<file path="src/rtl/fir_engine_ctrl.sv">
// Sequencer for the 11-tap FIR: run control, circular-buffer MAC over two bram11 RAMs and tap-RAM arbitration.
// Optional macro FIR_TLAST_CHECK_EN enables the sticky ss_tlast framing check on err.
//
// state   | meaning
// IDLE    | no run since reset, cfg path owns the tap RAM
// CLEAR   | zeroing the data history, one word per cycle
// WAIT_IN | waiting for the next input sample
// MAC     | 11 read issues plus one drain cycle for the RAM latency
// OUT     | presenting the result until the sink accepts it
// DONE    | run complete, cfg path owns the tap RAM
module fir_engine_ctrl #(
    parameter int pADDR_WIDTH = 12,
    parameter int pDATA_WIDTH = 32,
    parameter int Tape_Num    = 11
) (
    input  logic                   axis_clk,
    input  logic                   axis_rst,
    input  logic                   ap_start,
    input  logic [31:0]            data_length,
    output logic                   ap_done,
    output logic                   ap_idle,
    output logic                   err,
    input  logic                   cfg_req,
    input  logic                   cfg_we,
    input  logic [pADDR_WIDTH-1:0] cfg_addr,
    input  logic [pDATA_WIDTH-1:0] cfg_wdata,
    output logic                   cfg_gnt,
    output logic                   cfg_rvalid,
    output logic [pDATA_WIDTH-1:0] cfg_rdata,
    input  logic                   ss_tvalid,
    input  logic                   ss_tlast,
    input  logic [pDATA_WIDTH-1:0] ss_tdata,
    output logic                   ss_tready,
    input  logic                   sm_tready,
    output logic                   sm_tvalid,
    output logic                   sm_tlast,
    output logic [pDATA_WIDTH-1:0] sm_tdata,
    output logic [3:0]             tap_WE,
    output logic                   tap_EN,
    output logic [pDATA_WIDTH-1:0] tap_Di,
    output logic [pADDR_WIDTH-1:0] tap_A,
    input  logic [pDATA_WIDTH-1:0] tap_Do,
    output logic [3:0]             data_WE,
    output logic                   data_EN,
    output logic [pDATA_WIDTH-1:0] data_Di,
    output logic [pADDR_WIDTH-1:0] data_A,
    input  logic [pDATA_WIDTH-1:0] data_Do
);

    localparam int IW = $clog2(Tape_Num);
    localparam int CW = $clog2(Tape_Num + 1);
    localparam logic [CW-1:0] TC_LAST  = CW'(Tape_Num - 1);
    localparam logic [CW-1:0] MAC_LOAD = CW'(Tape_Num);
    localparam logic [IW-1:0] IDX_LAST = IW'(Tape_Num - 1);

    typedef enum logic [2:0] {
        S_IDLE, S_CLEAR, S_WAIT_IN, S_MAC, S_OUT, S_DONE
    } state_t;

    state_t                   state, state_nxt;
    logic [31:0]              len_q;
    logic [31:0]              n_q;
    logic [IW-1:0]            wptr_q;
    logic [CW-1:0]            cnt_q;
    logic [pDATA_WIDTH-1:0]   acc_q;

    logic                     idle_like;
    logic                     start_run;
    logic                     ss_hs;
    logic                     last_smp;
    logic [CW-1:0]            mac_i;
    logic [CW-1:0]            clr_i;
    logic [IW-1:0]            mac_idx;
    logic [IW-1:0]            clr_idx;
    logic [IW-1:0]            rd_idx;
    logic [pDATA_WIDTH-1:0]   prod_lo;

    function automatic logic [pADDR_WIDTH-1:0] word_addr(input logic [IW-1:0] idx);
        return pADDR_WIDTH'({idx, 2'b00});
    endfunction

    assign idle_like = (state == S_IDLE) || (state == S_DONE);
    assign start_run = idle_like && ap_start;
    assign cfg_gnt   = cfg_req && idle_like && !ap_start;
    assign ss_hs     = (state == S_WAIT_IN) && ss_tvalid;
    assign last_smp  = (n_q + 32'd1 == len_q);
    assign ap_idle   = idle_like;
    assign ap_done   = (state == S_DONE);
    assign cfg_rdata = cfg_rvalid ? tap_Do : '0;

    // MAC issues while cnt runs MAC_LOAD..1, CLEAR writes while cnt runs TC_LAST..0
    assign mac_i   = MAC_LOAD - cnt_q;
    assign clr_i   = TC_LAST - cnt_q;
    assign mac_idx = mac_i[IW-1:0];
    assign clr_idx = clr_i[IW-1:0];
    assign rd_idx  = (wptr_q >= mac_idx) ? (wptr_q - mac_idx)
                                         : (wptr_q + IW'(Tape_Num) - mac_idx);

    // low half of a two's-complement product is the same for signed or unsigned operands
    assign prod_lo = pDATA_WIDTH'($signed(tap_Do) * $signed(data_Do));

    always_ff @(posedge axis_clk or posedge axis_rst) begin
        if (axis_rst) begin
            state      <= S_IDLE;
            len_q      <= '0;
            n_q        <= '0;
            wptr_q     <= '0;
            cnt_q      <= '0;
            acc_q      <= '0;
            cfg_rvalid <= 1'b0;
        end else begin
            state      <= state_nxt;
            cfg_rvalid <= cfg_gnt && !cfg_we;
            case (state)
                S_IDLE, S_DONE: begin
                    if (ap_start) begin
                        len_q  <= data_length;
                        n_q    <= '0;
                        wptr_q <= '0;
                        cnt_q  <= TC_LAST;
                    end
                end
                S_CLEAR: begin
                    if (cnt_q != '0) cnt_q <= cnt_q - 1'b1;
                end
                S_WAIT_IN: begin
                    if (ss_tvalid) begin
                        cnt_q <= MAC_LOAD;
                        acc_q <= '0;
                    end
                end
                S_MAC: begin
                    if (cnt_q != MAC_LOAD) acc_q <= acc_q + prod_lo;
                    if (cnt_q != '0) cnt_q <= cnt_q - 1'b1;
                end
                S_OUT: begin
                    if (sm_tready) begin
                        n_q    <= n_q + 32'd1;
                        wptr_q <= (wptr_q == IDX_LAST) ? '0 : wptr_q + 1'b1;
                    end
                end
                default: ;
            endcase
        end
    end

    always_comb begin
        state_nxt = state;
        tap_WE    = 4'h0;
        tap_EN    = 1'b0;
        tap_Di    = '0;
        tap_A     = '0;
        data_WE   = 4'h0;
        data_EN   = 1'b0;
        data_Di   = '0;
        data_A    = '0;
        ss_tready = 1'b0;
        sm_tvalid = 1'b0;
        sm_tlast  = 1'b0;
        sm_tdata  = '0;
        case (state)
            S_IDLE, S_DONE: begin
                if (ap_start) begin
                    state_nxt = S_CLEAR;
                end else if (cfg_gnt) begin
                    tap_EN = 1'b1;
                    tap_A  = cfg_addr;
                    if (cfg_we) begin
                        tap_WE = 4'hF;
                        tap_Di = cfg_wdata;
                    end
                end
            end
            S_CLEAR: begin
                data_EN = 1'b1;
                data_WE = 4'hF;
                data_A  = word_addr(clr_idx);
                if (cnt_q == '0) state_nxt = (len_q == 32'd0) ? S_DONE : S_WAIT_IN;
            end
            S_WAIT_IN: begin
                ss_tready = ss_tvalid;
                if (ss_tvalid) begin
                    data_EN   = 1'b1;
                    data_WE   = 4'hF;
                    data_Di   = ss_tdata;
                    data_A    = word_addr(wptr_q);
                    state_nxt = S_MAC;
                end
            end
            S_MAC: begin
                if (cnt_q != '0) begin
                    tap_EN  = 1'b1;
                    tap_A   = word_addr(mac_idx);
                    data_EN = 1'b1;
                    data_A  = word_addr(rd_idx);
                end else begin
                    state_nxt = S_OUT;
                end
            end
            S_OUT: begin
                sm_tvalid = 1'b1;
                sm_tdata  = acc_q;
                sm_tlast  = last_smp;
                if (sm_tready) state_nxt = last_smp ? S_DONE : S_WAIT_IN;
            end
            default: state_nxt = S_IDLE;
        endcase
    end

`ifdef FIR_TLAST_CHECK_EN
    logic err_q;

    always_ff @(posedge axis_clk or posedge axis_rst) begin
        if (axis_rst) begin
            err_q <= 1'b0;
        end else if (start_run) begin
            err_q <= 1'b0;
        end else if (ss_hs && (ss_tlast != last_smp)) begin
            err_q <= 1'b1;
        end
    end

    assign err = err_q;
`else
    logic unused_tlast;
    logic unused_hs;
    assign unused_tlast = ss_tlast;
    assign unused_hs    = ss_hs ^ start_run;
    assign err          = 1'b0;
`endif

endmodule
</file>
<file path="config.mk">
export PLATFORM = sky130hd
export DESIGN_NAME = fir_engine_ctrl
export DESIGN_NICKNAME = d
export VERILOG_FILES = /design/src/rtl/fir_engine_ctrl.sv
export SDC_FILE = /design/constraint.sdc
export NUM_CORES = 2
export LEC_CHECK = 0
export BUFFER_PORTS_ARGS = -buffer_cell sky130_fd_sc_hd__buf_2
export CAP_MARGIN = 5
export CORE_MARGIN = 2
export CORE_UTILIZATION = 35
export DETAILED_ROUTE_END_ITERATION = 8
export SYNTH_ARGS = -nofsm -noshare
export SYNTH_HDL_FRONTEND = slang
export SYNTH_SLANG_ARGS = --single-unit
</file>
<file path="constraint.sdc">
create_clock -name axis_clk -period 18.9 [get_ports axis_clk]
set_input_delay 0.945 -clock axis_clk [delete_from_list [all_inputs] [get_ports axis_clk]]
set_output_delay 0.945 -clock axis_clk [all_outputs]
set_load 0.05 [all_outputs]
</file>
==> flow_summary.ini <==
[sta]
finalCritPeriodShare_pct = 43.85
final-setup-viol-count = 0
setup_tns_ns = 0
rsz0062_at_grt = false
fin_skew_ns = 0.01375
fin_crit_ns = 8.287
hold_violations = 0
tightest_slew_ns = 1.052
max_freq_ghz = 0.1207
worst_slack_ns = 10.61
drv_slew = 0
relSlewSlack_pct = 29.76

[synthesis]
syn-cell-area_sq_mm = 0.02460
syn_inst = 2808
async_flop_share_pct = 100.0
avgSynthCellArea_sq_um = 8.762
ys_ff_latch = 108
synth-edff-count = 0
yosysWarnings = 0
ys_types = 70
ys_seq_area_share_pct = 10.98
synth_top_flop_cell = dfrtp_1

[critical_path]
arrival_ns = 8.61
worstSetupEndpointType = flop
critPathKind = in -> reg
crit_fanout = 32
start_kind = input port
worstPathRequired_ns = 19.22

[die]
die_height_microns = 269.1
placementRows = 97
core_area_sq_mm = 0.06979
die_w_microns = 269.1
dieArea_sq_mm = 0.07243
start_util_pct = 35.26
boundaryPins = 350

[route]
wl_per_cell_microns = 19.20
drt_wl_total_microns = 76180
drc_errors = 0
num_vias = 19720
via_per_inst = 4.970
firstDrtPassIters = 5
ant_nets = 0
dr.first_iter.drc_count = 1271

[finish]
finish.instance_area_sq_mm = 0.02730
drive_gt1_share_pct = 13.92
area_delta_synth_final_pct = 10.94
layout.nets = 3806

[clock_tree]
cts_hold_buffers = 0
clockBufferDepth = 2
post-cts-setup-buffer-count = 0
numCtsBuffers = 9
cts_resized = 0
htree_levels = 3
cts_sinks = 108
clk_latency_ns = 0.38
clkTransAtPathRegs_ns = 0.09
cts-root-buf = clkbuf_16
cts_tree = done

[global_route]
antenna_found_initial = 7
grt_first_pass_wirelength_microns = 119900
grt_max_degree = 63
gr-total-overflow = 0
grt_pass1_vias = 20680
grt_use_total_pct = 21.44

[placed_design]
hpwlAfterDp_microns = 59280
place_congestion = 0.9634
io_buffers = 339
postPlaceCellArea_sq_mm = 0.02695
pre_cts_ws_ns = 10.30

[flow_run]
drv_cap = 0

[hold_path]
min_path_type = reg -> reg

[status]
status = completed
final timing paths:
check                                           start               endpoint  cells past startpoint  slack [ns]
worst max-delay path                       data_Do[0]  acc_q[30]$_DFFE_PP0P_                     23       10.61
max in group asynchronous                    axis_rst    n_q[25]$_DFFE_PP0P_                      3       16.95
worst min-delay path             acc_q[7]$_DFFE_PP0P_   acc_q[7]$_DFFE_PP0P_                      2        0.48
worst min register to register   acc_q[7]$_DFFE_PP0P_   acc_q[7]$_DFFE_PP0P_                      2        0.48
worst max register to register  acc_q[19]$_DFFE_PP0P_  acc_q[30]$_DFFE_PP0P_                     21       11.51
min in group asynchronous                    axis_rst   len_q[0]$_DFFE_PP0P_                      2        0.75
state kept, by name, summed over array words and instances, names as in the netlist:
| register | count |
|---|---|
| acc_q | 32 |
| len_q | 32 |
| n_q | 32 |
| cnt_q | 4 |
| wptr_q | 4 |
| state | 3 |
| cfg_rvalid | 1 |
layout by cell type, fill, tap and decap left out, drive strengths merged, types with 10 or more instances in the layout:
| cell | synthesis | final |
|---|---|---|
| o31ai | 17 | 17 |
| nor4 | 20 | 20 |
| clkbuf | 137 | 10 |
| xor2 | 38 | 38 |
| a31oi | 15 | 15 |
| xnor2 | 90 | 90 |
| a21oi | 43 | 43 |
| mux2 | 33 | 33 |
| nor2 | 86 | 86 |
| and3 | 61 | 61 |
| dfrtp | 108 | 108 |
| buf | 25 | 354 |
| fa | 441 | 441 |
| nand2 | 302 | 302 |
| ha | 166 | 166 |
| o41ai | 10 | 10 |
| nor3 | 23 | 23 |
| nand4 | 15 | 15 |
| inv | 551 | 553 |
| a21o | 10 | 10 |
| o21ai | 88 | 88 |
| and2 | 395 | 395 |
| nand2b | 10 | 10 |
| nand3 | 28 | 28 |
through the flow:
stage | util [%] | hold slack (ns) | cells
floorplan | - | 0.4485 | 2816
global placement | 38.62 | 0.4606 | 3948
detailed placement | 38.62 | 0.4703 | 3948
CTS | 39.10 | 0.4889 | 3964
global route | 39.11 | 0.5141 | 3967
finish | 39.11 | 0.4820 | 3968
cell type report:
class                           instances  area, sq um
Multi-Input combinational cell       1995        19200
Tap cell                              940         1176
Sequential cell                       108         2703
Clock buffer                           10        239.0
Antenna cell                            4        10.01
Timing Repair Buffer                  354         1809
Fill cell                            7104        42490
Inverter                              551         2071
Clock inverter                          6        92.59
synthesized netlist by cell type, drive strengths merged, types with 3 or more instances:
cell	instances	area [sq um]
nor4b	3	26.28
and3	61	381.6
or2	5	31.28
o41ai	10	87.58
mux2i	3	30.03
or3	5	31.28
o31ai	17	127.6
o21ai	88	440.4
o2111ai	4	35.03
a21oi	43	215.2
a22oi	3	22.52
nand2b	10	62.56
fa	441	8828
a21o	10	75.07
nor2b	4	25.02
o31a	3	26.28
and2	395	2471
xor2	38	332.8
and4	7	61.31
a22o	7	61.31
nor2	86	325.3
xnor2	90	788.3
dfrtp	108	2703
a31oi	15	93.84
mux2	33	371.6
a211o	3	26.28
o21bai	6	45.04
o21a	4	30.03
or4	3	26.27
o221ai	3	26.28
nor4	20	146.4
nor3	23	115.1
o311ai	3	26.28
nor3b	3	22.52
nand3	28	140.1
buf	25	166.4
ha	166	2077
nand2	302	1134
inv	551	2068
clkbuf	137	514.2
nand4	15	121.4
cells by family (layout without fill, tap and decap cells):
| family | Yosys count | in the layout | synth area share [%] |
|---|---|---|---|
| buffers and inverters | 713 | 921 | 11.17 |
| adder cells (fa/ha/maj) | 607 | 607 | 44.32 |
| other | 1 | 13 | 0.01524 |
| XOR/XNOR | 130 | 130 | 4.740 |
| multiplexers | 36 | 36 | 1.632 |
| AO/OA/AOI/OAI | 238 | 238 | 6.123 |
| AND/OR/NAND/NOR | 975 | 975 | 21.01 |
| flip-flops | 108 | 108 | 10.98 |
routing by layer:
metal,vias up,global-route usage (%),part of all wire (%)
met4,0,8.056,4.0
met1,9932,28.68,43
met2,717,35.38,47
met5,-,0,0
met3,116,2.841,6.0
li1,8956,-,-
worst max-delay path, stage by stage:
cell and delay, ns:
buf_2 0.62, and2_1 0.25, fa_1 0.45, fa_1 0.54, inv_1 0.05, fa_1 0.47, fa_1 0.55, inv_1 0.06
fa_1 0.50, fa_1 0.52, fa_1 0.50, inv_1 0.05, fa_1 0.47, inv_1 0.04, ha_1 0.35, a21o_1 0.19
a21oi_1 0.18, o21ai_0 0.12, and3_1 0.23, a2111oi_0 0.64, nor3_1 0.24, or4_1 0.55, nand3_1 0.09
Power is not shown: default switching activity piles up to over one toggle a cycle in this logic, so the estimate is an artifact.
